$ cat config.mk
export PLATFORM = sky130hd
export DESIGN_NAME = button_io_port
export DESIGN_NICKNAME = d
export VERILOG_FILES = /design/src/rtl/button_io_port.sv
export SDC_FILE = /design/constraint.sdc
export NUM_CORES = 1
export LEC_CHECK = 0
export ABC_CLOCK_PERIOD_IN_PS = 1710
export CORE_UTILIZATION = 40
export DETAILED_ROUTE_END_ITERATION = 6
export PLACE_DENSITY_LB_ADDON = 0.08
export SETUP_SLACK_MARGIN = 0.15
export SLEW_MARGIN = 10
export SYNTH_ARGS = -nofsm -noshare
export SYNTH_HDL_FRONTEND = slang
export SYNTH_SLANG_ARGS = --single-unit
$ cat constraint.sdc
create_clock -name clk -period 1.71 [get_ports clk]
set_input_delay 0.4275 -clock clk [delete_from_list [all_inputs] [get_ports clk]]
set_output_delay 0.4275 -clock clk [all_outputs]
set_load 0.02 [all_outputs]
$ cat src/rtl/button_io_port.sv
// rtl/button_io_port.sv - debounced two-button status port on the CPU data bus
//
// Two active-low board buttons are synchronized, debounced and presented
// as an active-high level plus a sticky press flag per button. The CPU reads
// {12'b0, press[1:0], level[1:0]} at PORT_ADDR; reading clears the press flags.
//
// Ports:
//   clk     - single clock, all state on rising edge
//   res     - asynchronous reset, active-low
//   btn     - raw buttons, active-low, asynchronous and bouncing
//   sel     - data-bus chip select
//   ld      - 1 = read cycle, 0 = write cycle
//   addr    - data address
//   dataOut - registered read data (zero unless this port was read)
//   hit     - registered; 1 when dataOut carries this port's data
//   level   - debounced button state, active-high

module button_io_port #(
  parameter int          DEBOUNCE_CYCLES = 50000,
  parameter logic [11:0] PORT_ADDR       = 12'd111
) (
  input  logic        clk,
  input  logic        res,
  input  logic [1:0]  btn,
  input  logic        sel,
  input  logic        ld,
  input  logic [11:0] addr,
  output logic [15:0] dataOut,
  output logic        hit,
  output logic [1:0]  level
);

  localparam logic [15:0] CNT_LAST = 16'(DEBOUNCE_CYCLES - 1);

  // Inversion is folded in front of the first flop so that the reset value
  // of the synchronizer (0) means "not pressed".
  logic [1:0]       sync1;
  logic [1:0]       sync2;
  logic [1:0][15:0] cnt;
  logic [1:0]       press;
  logic [1:0]       level_nxt;
  logic             rd;

  assign rd = sel & ld & (addr == PORT_ADDR);

  // A button is accepted on the edge where its counter has already seen
  // DEBOUNCE_CYCLES-1 differing cycles and the input still differs.
  always_comb begin
    level_nxt = level;
    for (int i = 0; i < 2; i++) begin
      if ((sync2[i] != level[i]) && (cnt[i] == CNT_LAST)) begin
        level_nxt[i] = sync2[i];
      end
    end
  end

  always_ff @(posedge clk or negedge res) begin
    if (!res) begin
      sync1   <= '0;
      sync2   <= '0;
      cnt     <= '0;
      level   <= '0;
      press   <= '0;
      dataOut <= '0;
      hit     <= 1'b0;
    end else begin
      sync1 <= ~btn;
      sync2 <= sync1;

      // Clearing on acceptance keeps the counter from ever wrapping.
      for (int i = 0; i < 2; i++) begin
        if ((sync2[i] == level[i]) || (cnt[i] == CNT_LAST)) begin
          cnt[i] <= '0;
        end else begin
          cnt[i] <= cnt[i] + 16'd1;
        end
      end

      level <= level_nxt;

      // A rising edge on the same cycle as a clearing read wins.
      press <= (press & ~{2{rd}}) | (level_nxt & ~level);

      if (rd) begin
        dataOut <= {12'b0, press, level};
        hit     <= 1'b1;
      end else begin
        dataOut <= '0;
        hit     <= 1'b0;
      end
    end
  end

endmodule

==> flow_metrics.tcl, run 1 <==
set metrics [dict create \
    ant_nets 0 \
    fin_crit_sh_pct 88.1 \
    grt_max_degree 29 \
    slowest_stage "dfrtp_1" \
    critPathBufInv 1 \
    finalSetupTns_ns 0 \
    ir_worst_vdd_mv 0.557 \
    dp_cells 304 \
    path_cells "dlygate4sd2_1" \
    grt_pass1_vias 1368 \
    die_y_um 75.6 \
    fin_cells 313 \
    drcViolationCount 0 \
    grt_overflow 0 \
    core_sq_um 5170 \
    antenna_found_initial 0 \
    p_per_area_nw_per_um2 773 \
    routed_wl_mm 3.80 \
    ys_warn_count 0 \
    io_buffers 24 \
    via_per_inst 4.78 \
    drv_cap 0 \
    start_kind "flop" \
    layout.nets 262 \
    dp_hpwl_mm 2.69 \
    ys_types 32 \
    die_x_um 75.6 \
    critical_path.endpoint_type "output pin" \
    post_drt_wl_per_cell_um 12.1 \
    rsz0062_at_grt "true" \
    path_clk_slew_ns 0.08 \
    fin_hold_ws_ns 0.0678 \
    start_util_pct 41.9 \
    cts.sinks 45 \
    cp.required_ns 1.28 \
    clock_latency_ns 0.29 \
    grt_pass1_wl_mm 6.32 \
    io_pins 37 \
    place_ws_ns -0.306 \
    cts_root_buffer "clkbuf_8" \
    die_area_sq_um 5720 \
    yosys_register_bits 45 \
    htree_levels 2 \
    syn_area_sq_um 2170 \
    final_common_cell "dfrtp_1" \
    area_delta_synth_final_pct 22.9 \
    drive_above_1_share_pct 13.2 \
    num_vias 1495 \
    hold_violations 0 \
    syn_area_per_cell_sq_um 10.5 \
    min-delay-path-class "in2async" \
    rows 26 \
    status "completed" \
    critPathMaxStageDelay_ns 0.43 \
    cts_inserted_buffers 5 \
    grtUsageTotal_pct 14.8 \
    tritoncts "done" \
    ys_seq_area_share_pct 52.0 \
    worstPathMaxFanout 5 \
    dr.pass1.iters 2 \
    routabilityCongestion 0.748 \
    dr.first_iter.drc_count 36 \
    reg2reg_from "cnt[16]$_DFF_PN0_" \
    layout_setup_ws_ns 0.203 \
    min_period_ns 1.51 \
    slew_violations 0 \
    max_clock_freq_mhz 664 \
    finalSetupViolations 0 \
    cp_top_family "flip-flops" \
    rr_worst_depth 5 \
    path_class "reg2out" \
    antennaDiodeCount 0 \
    power_leakage_nw 1.16 \
    r2r_setup_slack_ns 0.25 \
    layout_common_cells "45 x dfrtp_1, 34 x nor2_1, 21 x xnor2_1" \
    syn-instance-count 206 \
    clock_path_buffers 2 \
    worst_r2r_endpoint "press[1]$_DFF_PN0_" \
    skew_ns 0.00782 \
    cp.arrival_ns 1.08 \
]
[per-layer routing]
metal  track usage (%)  share of wire [%]
met1              21.1                 50
met3              5.03                5.2
met5                 0                  0
met4              3.70               0.74
met2              21.5                 44
[how the worst max path moves through the flow]
stage	start	endpoint	slack (ns)	cells past startpoint
floorplan	cnt[0]$_DFF_PN0_	cnt[14]$_DFF_PN0_	0.24	6
global placement	addr[9]	press[1]$_DFF_PN0_	-0.26	5
detailed placement	addr[8]	press[0]$_DFF_PN0_	-0.31	5
CTS	level[1]$_DFF_PN0_	level[1]	0.15	1
global route	level[0]$_DFF_PN0_	level[0]	0.13	1
finish	level[0]$_DFF_PN0_	level[0]	0.20	1
[logic make-up after synthesis]
kind of cell,synth area share (%)
AO/OA/AOI/OAI,2.02
buffers and inverters,7.10
XOR/XNOR,11.7
other,0.173
flip-flops,52.0
adder cells (fa/ha/maj),1.15
AND/OR/NAND/NOR,25.9
[report_power, final]
group          internal, mW  switching [mW]
Combinational        0.0625          0.0806
Clock                 0.477           0.346
Sequential             1.08          0.0143
[final cells by class]
class / count / area (sq um)
Inverter: 12 / 45.0
Tap cell: 70 / 87.6
Timing Repair Buffer: 32 / 315
Fill cell: 504 / 2510
Multi-Input combinational cell: 146 / 973
Clock inverter: 1 / 30.0
Sequential cell: 45 / 1130
Clock buffer: 7 / 86.3
[flip-flops by register name, summed over array words and instances (netlist names)]
signal,count
sync1,2
hit,1
press,2
level,2
cnt,32
sync2,2
dataOut,4
[cells in the mapped netlist]
cell,instances,area share (%)
nand4_1,12,3.5
or4_4,1,0.52
and2_1,4,1.2
ha_1,2,1.2
xnor2_1,21,8.5
nand2_1,9,1.6
nor3_1,4,0.92
nor4bb_1,3,1.4
and2_0,1,0.29
nor4b_2,1,0.69
a21oi_2,1,0.40
dfrtp_1,45,52
nor4b_4,1,1.1
and4_4,1,0.52
xor2_1,8,3.2
conb_1,1,0.17
o32ai_1,2,0.81
and3_2,1,0.35
nor4b_1,3,1.2
o21ai_0,2,0.46
and3_1,4,1.2
inv_1,12,2.1
and4bb_2,1,0.58
buf_6,1,0.52
nor4_1,7,2.0
nor2_1,34,5.9
nand4b_1,1,0.40
nand4_2,1,0.58
buf_4,13,4.5
nand3_1,7,1.6
o31ai_1,1,0.35
nand3_2,1,0.46
[per-stage QoR]
stage          area, sq um  power (mW)  util (%)
2_1_floorplan         2210        1.19         -
3_3_place_gp          2510        1.26      48.6
3_5_place_dp          2510        1.26      48.6
4_1_cts               2650        2.09      51.1
5_1_grt               2660        2.15      51.5
6_report              2660        2.06      51.5
[what timing repair did]
action,4_1_cts,5_1_grt
buffers inserted,1,0
hold buffers,0,0
setup endpoints to repair,13,4
resized for setup,14,6
pin swaps,4,0
[worst register-to-register path: stages, from the launching register on]
cell	delay (ns)
dfrtp_1	0.40
ha_1	0.24
and3_2	0.22
nand4_1	0.11
buf_4	0.18
o32ai_2	0.21
(Power assumes the default switching activity.)
==> run 2: changes to the inputs <==
--- a/config.mk
+++ b/config.mk
@@ -6,8 +6,9 @@
 export NUM_CORES = 1
 export LEC_CHECK = 0
 export ABC_CLOCK_PERIOD_IN_PS = 1710
-export CORE_UTILIZATION = 40
+export CORE_UTILIZATION = 25
 export DETAILED_ROUTE_END_ITERATION = 6
+export DONT_BUFFER_PORTS = 1
 export PLACE_DENSITY_LB_ADDON = 0.08
 export SETUP_SLACK_MARGIN = 0.15
 export SLEW_MARGIN = 10
==> run 2 against run 1 <==
Clock power shrank 20%. Largest power group unchanged. Global-route usage fell by 4.7 points. First-iteration DRC count grew 110%. Register-to-register slack worse by 0.03 ns. Die area grew 58%. Fmax up 1.4%. Critical path depth is 2 higher.
==> flow_metrics.tcl, run 2 (same netlist as run 1, synthesis figures left out) <==
set metrics [dict create \
    worstPathMaxFanout 6 \
    clock_path_buffers 2 \
    hold_violations 0 \
    finalSetupViolations 0 \
    dpl-instance-area_sq_um 2280 \
    antenna_found_initial 0 \
    dp_hpwl_mm 2.80 \
    cts_root_buffer "clkbuf_8" \
    grt_pass1_vias 1430 \
    clock_latency_ns 0.29 \
    io_pins 37 \
    drcViolationCount 0 \
    cts.sinks 45 \
    path_class "reg2reg" \
    pwr-share-clk_pct 35.3 \
    antennaDiodeCount 0 \
    die_area_sq_um 9040 \
    ir_worst_vdd_mv 0.293 \
    cp.required_ns 1.94 \
    p_sw_share_pct 24.9 \
    top_register "cnt" \
    power_leakage_nw 1.01 \
    min_path_cells 1 \
    io_buffers 0 \
    min_period_ns 1.49 \
    slowest_stage "or4_4" \
    post_drt_wl_per_cell_um 12.8 \
    critical_path.endpoint_type "flop" \
    cp.arrival_ns 1.72 \
    whs_endpoint "sync1[1]$_DFF_PN0_" \
    die_x_um 95.1 \
    htree_levels 2 \
    skew_ns 0.00481 \
    via_per_inst 4.50 \
    reg2reg_from "cnt[23]$_DFF_PN0_" \
    drive_above_1_share_pct 16.8 \
    finalSetupTns_ns 0 \
    dr.pass1.iters 4 \
    p_int_mw 1.40 \
    final_common_cell "dfrtp_1" \
    grtUsageTotal_pct 10.1 \
    p_per_area_nw_per_um2 744 \
    routabilityCongestion 0.694 \
    max_clock_freq_mhz 673 \
    grt_overflow 0 \
    top_regs "cnt (32), dataOut (4)" \
    slew_violations 0 \
    rr_worst_depth 3 \
    switchingPower_uw 463 \
    path_clk_slew_ns 0.09 \
    design_area_sq_um 2500 \
    layout_common_cells "43 x dfrtp_1, 34 x nor2_1, 21 x xnor2_1" \
    grt_pass1_wl_mm 6.93 \
    fin_crit_sh_pct 86.9 \
    worst_r2r_endpoint "cnt[31]$_DFF_PN0_" \
    tritoncts "done" \
    core_sq_um 8300 \
    ant_nets 0 \
    critPathMaxStageDelay_ns 0.57 \
    dr.first_iter.drc_count 74 \
    num_vias 1463 \
    rsz0062_at_grt "true" \
    layout.nets 239 \
    area_delta_synth_final_pct 15.2 \
    status "completed" \
    pwr-share-seq_pct 59.0 \
    worstHoldStart "btn[1]" \
    start_kind "flop" \
    largest_reg_flops 32 \
    rows 33 \
    fin_total_pwr_mw 1.86 \
    die_y_um 95.1 \
    drv_cap 0 \
    cts_inserted_buffers 5 \
    routed_wl_mm 4.16 \
    path_cells "nand4_2, or4_4, a21oi_2" \
    pwr-share-comb_pct 5.7 \
    min-delay-path-class "in2reg" \
    r2r_setup_slack_ns 0.22 \
    nFillCells 844 \
    grt_max_degree 46 \
    start_util_pct 26.1 \
]
[run 2: changes by cell type in the layout (fill, tap and decap cells not counted), moves of 3 or more]
cell             change
buf_12               -3
clkdlybuf4s50_1     -12
dlygate4sd2_1       -10
nor4_1               -3
nor4_2               +3
nor4bb_1             -3
[run 2: final cells by class]
class | instances | area (sq um) | share of cell area, %
Clock buffer | 5 | 68.8 | 2.76
Clock inverter | 3 | 17.5 | 0.701
Inverter | 12 | 45.0 | 1.80
Multi-Input combinational cell | 146 | 1010 | 40.5
Sequential cell | 45 | 1130 | 45.2
Tap cell | 105 | 131 | 5.26
Timing Repair Buffer | 9 | 93.8 | 3.76
[run 2: through the flow]
step	util, %	setup WS [ns]	instances	hold WS, ns
6_report	30.1	0.225	325	0.175
5_1_grt	30.1	0.116	325	0.150
4_1_cts	28.9	0.170	324	0.156
3_5_place_dp	27.4	0.114	314	0.133
3_3_place_gp	27.4	0.115	314	0.133
2_1_floorplan	-	0.241	217	0.132
[run 2: power by group through the flow]
| stage | combinational [mW] | sequential (mW) | clock, mW |
|---|---|---|---|
| final | 0.106 | 1.10 | 0.656 |
| after detailed placement | 0.0724 | 1.12 | 0 |
| after global placement | 0.0741 | 1.12 | 0 |
| after floorplan | 0.0818 | 1.11 | 0 |
| after global routing | 0.123 | 1.10 | 0.729 |
| after CTS | 0.105 | 1.09 | 0.704 |
[run 2: worst max path at each step]
stage	start	to	slack [ns]
after CTS	cnt[16]$_DFF_PN0_	press[1]$_DFF_PN0_	0.17
final	cnt[23]$_DFF_PN0_	cnt[31]$_DFF_PN0_	0.22
after detailed placement	addr[9]	press[0]$_DFF_PN0_	0.11
after global routing	cnt[2]$_DFF_PN0_	cnt[11]$_DFF_PN0_	0.12
after global placement	addr[9]	press[0]$_DFF_PN0_	0.11
after floorplan	cnt[0]$_DFF_PN0_	cnt[14]$_DFF_PN0_	0.24
[run 2: metal layers]
| layer | up-vias | wire [um] | global-route usage (%) |
|---|---|---|---|
| li1 | 702 | - | - |
| met1 | 714 | 2030 | 13.3 |
| met2 | 42 | 1830 | 15.1 |
| met3 | 5 | 232 | 3.11 |
| met4 | 0 | 71 | 4.55 |
| met5 | - | 0 | 0 |
[run 2: repair_timing]
item,in CTS,in global routing
hold endpoints to repair,45,0
resized for setup,0,17
buffers inserted,0,1
endpoints found under the setup margin,0,33
hold buffers,2,0
[run 2: worst max-delay path: cells and delay by family (launching register included)]
kind	cells	cell delay [ns]
simple gates	2	0.82
flops	1	0.47
compound gates	1	0.13
==> run 3: changes to the inputs <==
--- a/config.mk
+++ b/config.mk
@@ -9,6 +9,7 @@
 export CORE_UTILIZATION = 25
 export DETAILED_ROUTE_END_ITERATION = 6
 export DONT_BUFFER_PORTS = 1
+export HOLD_SLACK_MARGIN = 0.08
 export PLACE_DENSITY_LB_ADDON = 0.08
 export SETUP_SLACK_MARGIN = 0.15
 export SLEW_MARGIN = 10
==> results of run 3 <==
The final DEF is identical to that of run 2; final timing and power are the same.
==> edit: new RTL, settings of run 3 <==
Put one more register stage on the output `dataOut`, with the module's reset. The value now appears one clock later. The other outputs are not delayed to match. Comments in the files are not updated.
--- a/src/rtl/button_io_port.sv
+++ b/src/rtl/button_io_port.sv
@@ -33,4 +33,6 @@
   localparam logic [15:0] CNT_LAST = 16'(DEBOUNCE_CYCLES - 1);
 
+  logic [15:0] dataOut_s0;
+
   // Inversion is folded in front of the first flop so that the reset value
   // of the synchronizer (0) means "not pressed".
@@ -62,5 +64,5 @@
       level   <= '0;
       press   <= '0;
-      dataOut <= '0;
+      dataOut_s0 <= '0;
       hit     <= 1'b0;
     end else begin
@@ -83,8 +85,8 @@
 
       if (rd) begin
-        dataOut <= {12'b0, press, level};
+        dataOut_s0 <= {12'b0, press, level};
         hit     <= 1'b1;
       end else begin
-        dataOut <= '0;
+        dataOut_s0 <= '0;
         hit     <= 1'b0;
       end
@@ -92,4 +94,12 @@
   end
 
+  always_ff @(posedge clk or negedge res) begin
+    if (!res) begin
+      dataOut <= '0;
+    end else begin
+      dataOut <= dataOut_s0;
+    end
+  end
+
 endmodule
 
Behaviour: same outputs for any inputs over 10 cycles, from zero or initial values; that may be too few to reach the edited logic, so the function may still have changed.
==> edit against run 3 <==
- sequential cell count up 4
- the run now ends with negative hold slack left
- final cell count is 4.9% higher
- total power up 22%
- clock skew rose by 0.0030 ns
- count of clock-buffer cells in the layout stayed put
- synthesized area increased by 3.6%
- setup slack worse by 0.15 ns
- largest power group unchanged
- largest cell class unchanged
- routed wire length up 0.60%
- non-clock buffer count up 13
- global-route usage down 0.61 points
- worst hold slack worse by 0.37 ns
- final area rose by 7.8%
- die area rose by 3.5%
==> edit: results (changes against run 3) <==
metric;value;unit;change
outcome;finished, violations left;;
violations;negative hold slack;;
instances_no_fill;341;;+4.9%
slowest_stage;dfrtp_1;;
use_met1;0.122;;-0.0111
synth_compound_area_frac;0.0290;;+0.00878
nets;252;;+5.4%
worstPathArrival;1.83;ns;+0.11 ns
track_usage;0.0949;;-0.00605
yosysUniqueCellTypes;35;;+9.4%
grt_max_degree;50;;+8.7%
synth.area.top_cells;dfrtp_1 (55%), xnor2_1 (6.2%), nor2_1 (5.9%);;
hold_viol;49;;+49
fillers;905;;+7.2%
synthAdderAreaFrac;0.0111;;-0.000399
numCtsBuffers;5;;unchanged
power_frac_comb;0.037;;-0.020
gp_congestion;0.724;;+4.3%
p_clk;989;µW;+51%
cpPeakStageDelay;0.40;ns;-0.17 ns
hold_class;in2async;;
drtIter0Drc;44;;-41%
path_max_fanout;5;;-1
vias;1466;;+0.21%
synth_seq_area_share;0.546;;+0.0266
synthXorXnorAreaFrac;0.109;;-0.00795
swShare;0.210;;-0.0391
port_buffers;0;;unchanged
skew;0.00785;ns;+0.00303 ns
grt_pass1_vias;1443;;+0.91%
post_dp_cell_area;2430;µm²;+6.9%
ir_drop;0.260;mV;-11%
pre_cts_slack;0.0849;ns;-0.0289 ns
synthMuxAreaShare;0.0100;;+0.0100
holdWs;-0.194;ns;-0.370 ns
drive_above_1_share;0.210;;+0.0421
postSynthAreaPerCell;10.8;µm²;+3.1%
grtUsageMet2;0.156;;+0.00482
wire_per_inst;12.3;µm;-4.1%
place_hpwl;2.84;mm;+1.3%
## edit: final timing paths
| path | startpoint | depth (start not counted) | slack [ns] | to |
|---|---|---|---|---|
| worst max-delay path | cnt[29] | 6 | 0.08 | cnt[31] |
| worst min-delay path | res | 0 | -0.19 | cnt[9] |
| worst max register to register | cnt[29] | 6 | 0.08 | cnt[31] |
| worst min register to register | dataOut_s0[1] | 0 | 0.35 | dataOut[1] |
| max in group asynchronous | res | 0 | 1.81 | press[1] |
| min in group clk | btn[0] | 1 | 0.17 | sync1[0] |
## edit: metal layers
layer / wire length, µm / share of wire
met5: 0 / 0
met4: 28 / 0.0067
met3: 95 / 0.023
met2: 2110 / 0.50
met1: 1950 / 0.47
## edit: repair_timing
action,4_1_cts,5_1_grt
pin swaps,2,5
cloned,0,1
hold endpoints to repair,49,49
endpoints found under the setup margin,26,33
setup buffers,0,5
resized for setup,5,16
## edit: worst register-to-register path: stages (launching register included)
cell and delay, ns:
dfrtp_1 0.40, nor4_2 0.26, nand3b_1 0.12, buf_4 0.15, o41ai_4 0.32, buf_4 0.22, nor2_1 0.05
## edit: through the flow
step | hold WS (ns) | utilization
finish | -0.194 | 0.309
global route | -0.219 | 0.309
CTS | -0.205 | 0.296
detailed placement | 0.135 | 0.279
global placement | 0.134 | 0.279
floorplan | 0.132 | -
## edit: final cells by class
type | count | area, µm² | share of cell area
Sequential cell | 49 | 1230 | 0.456
Inverter | 8 | 30.0 | 0.0112
Clock buffer | 5 | 68.8 | 0.0256
Timing Repair Buffer | 22 | 176 | 0.0655
Clock inverter | 3 | 65.1 | 0.0242
Tap cell | 108 | 135 | 0.0502
Multi-Input combinational cell | 146 | 988 | 0.367
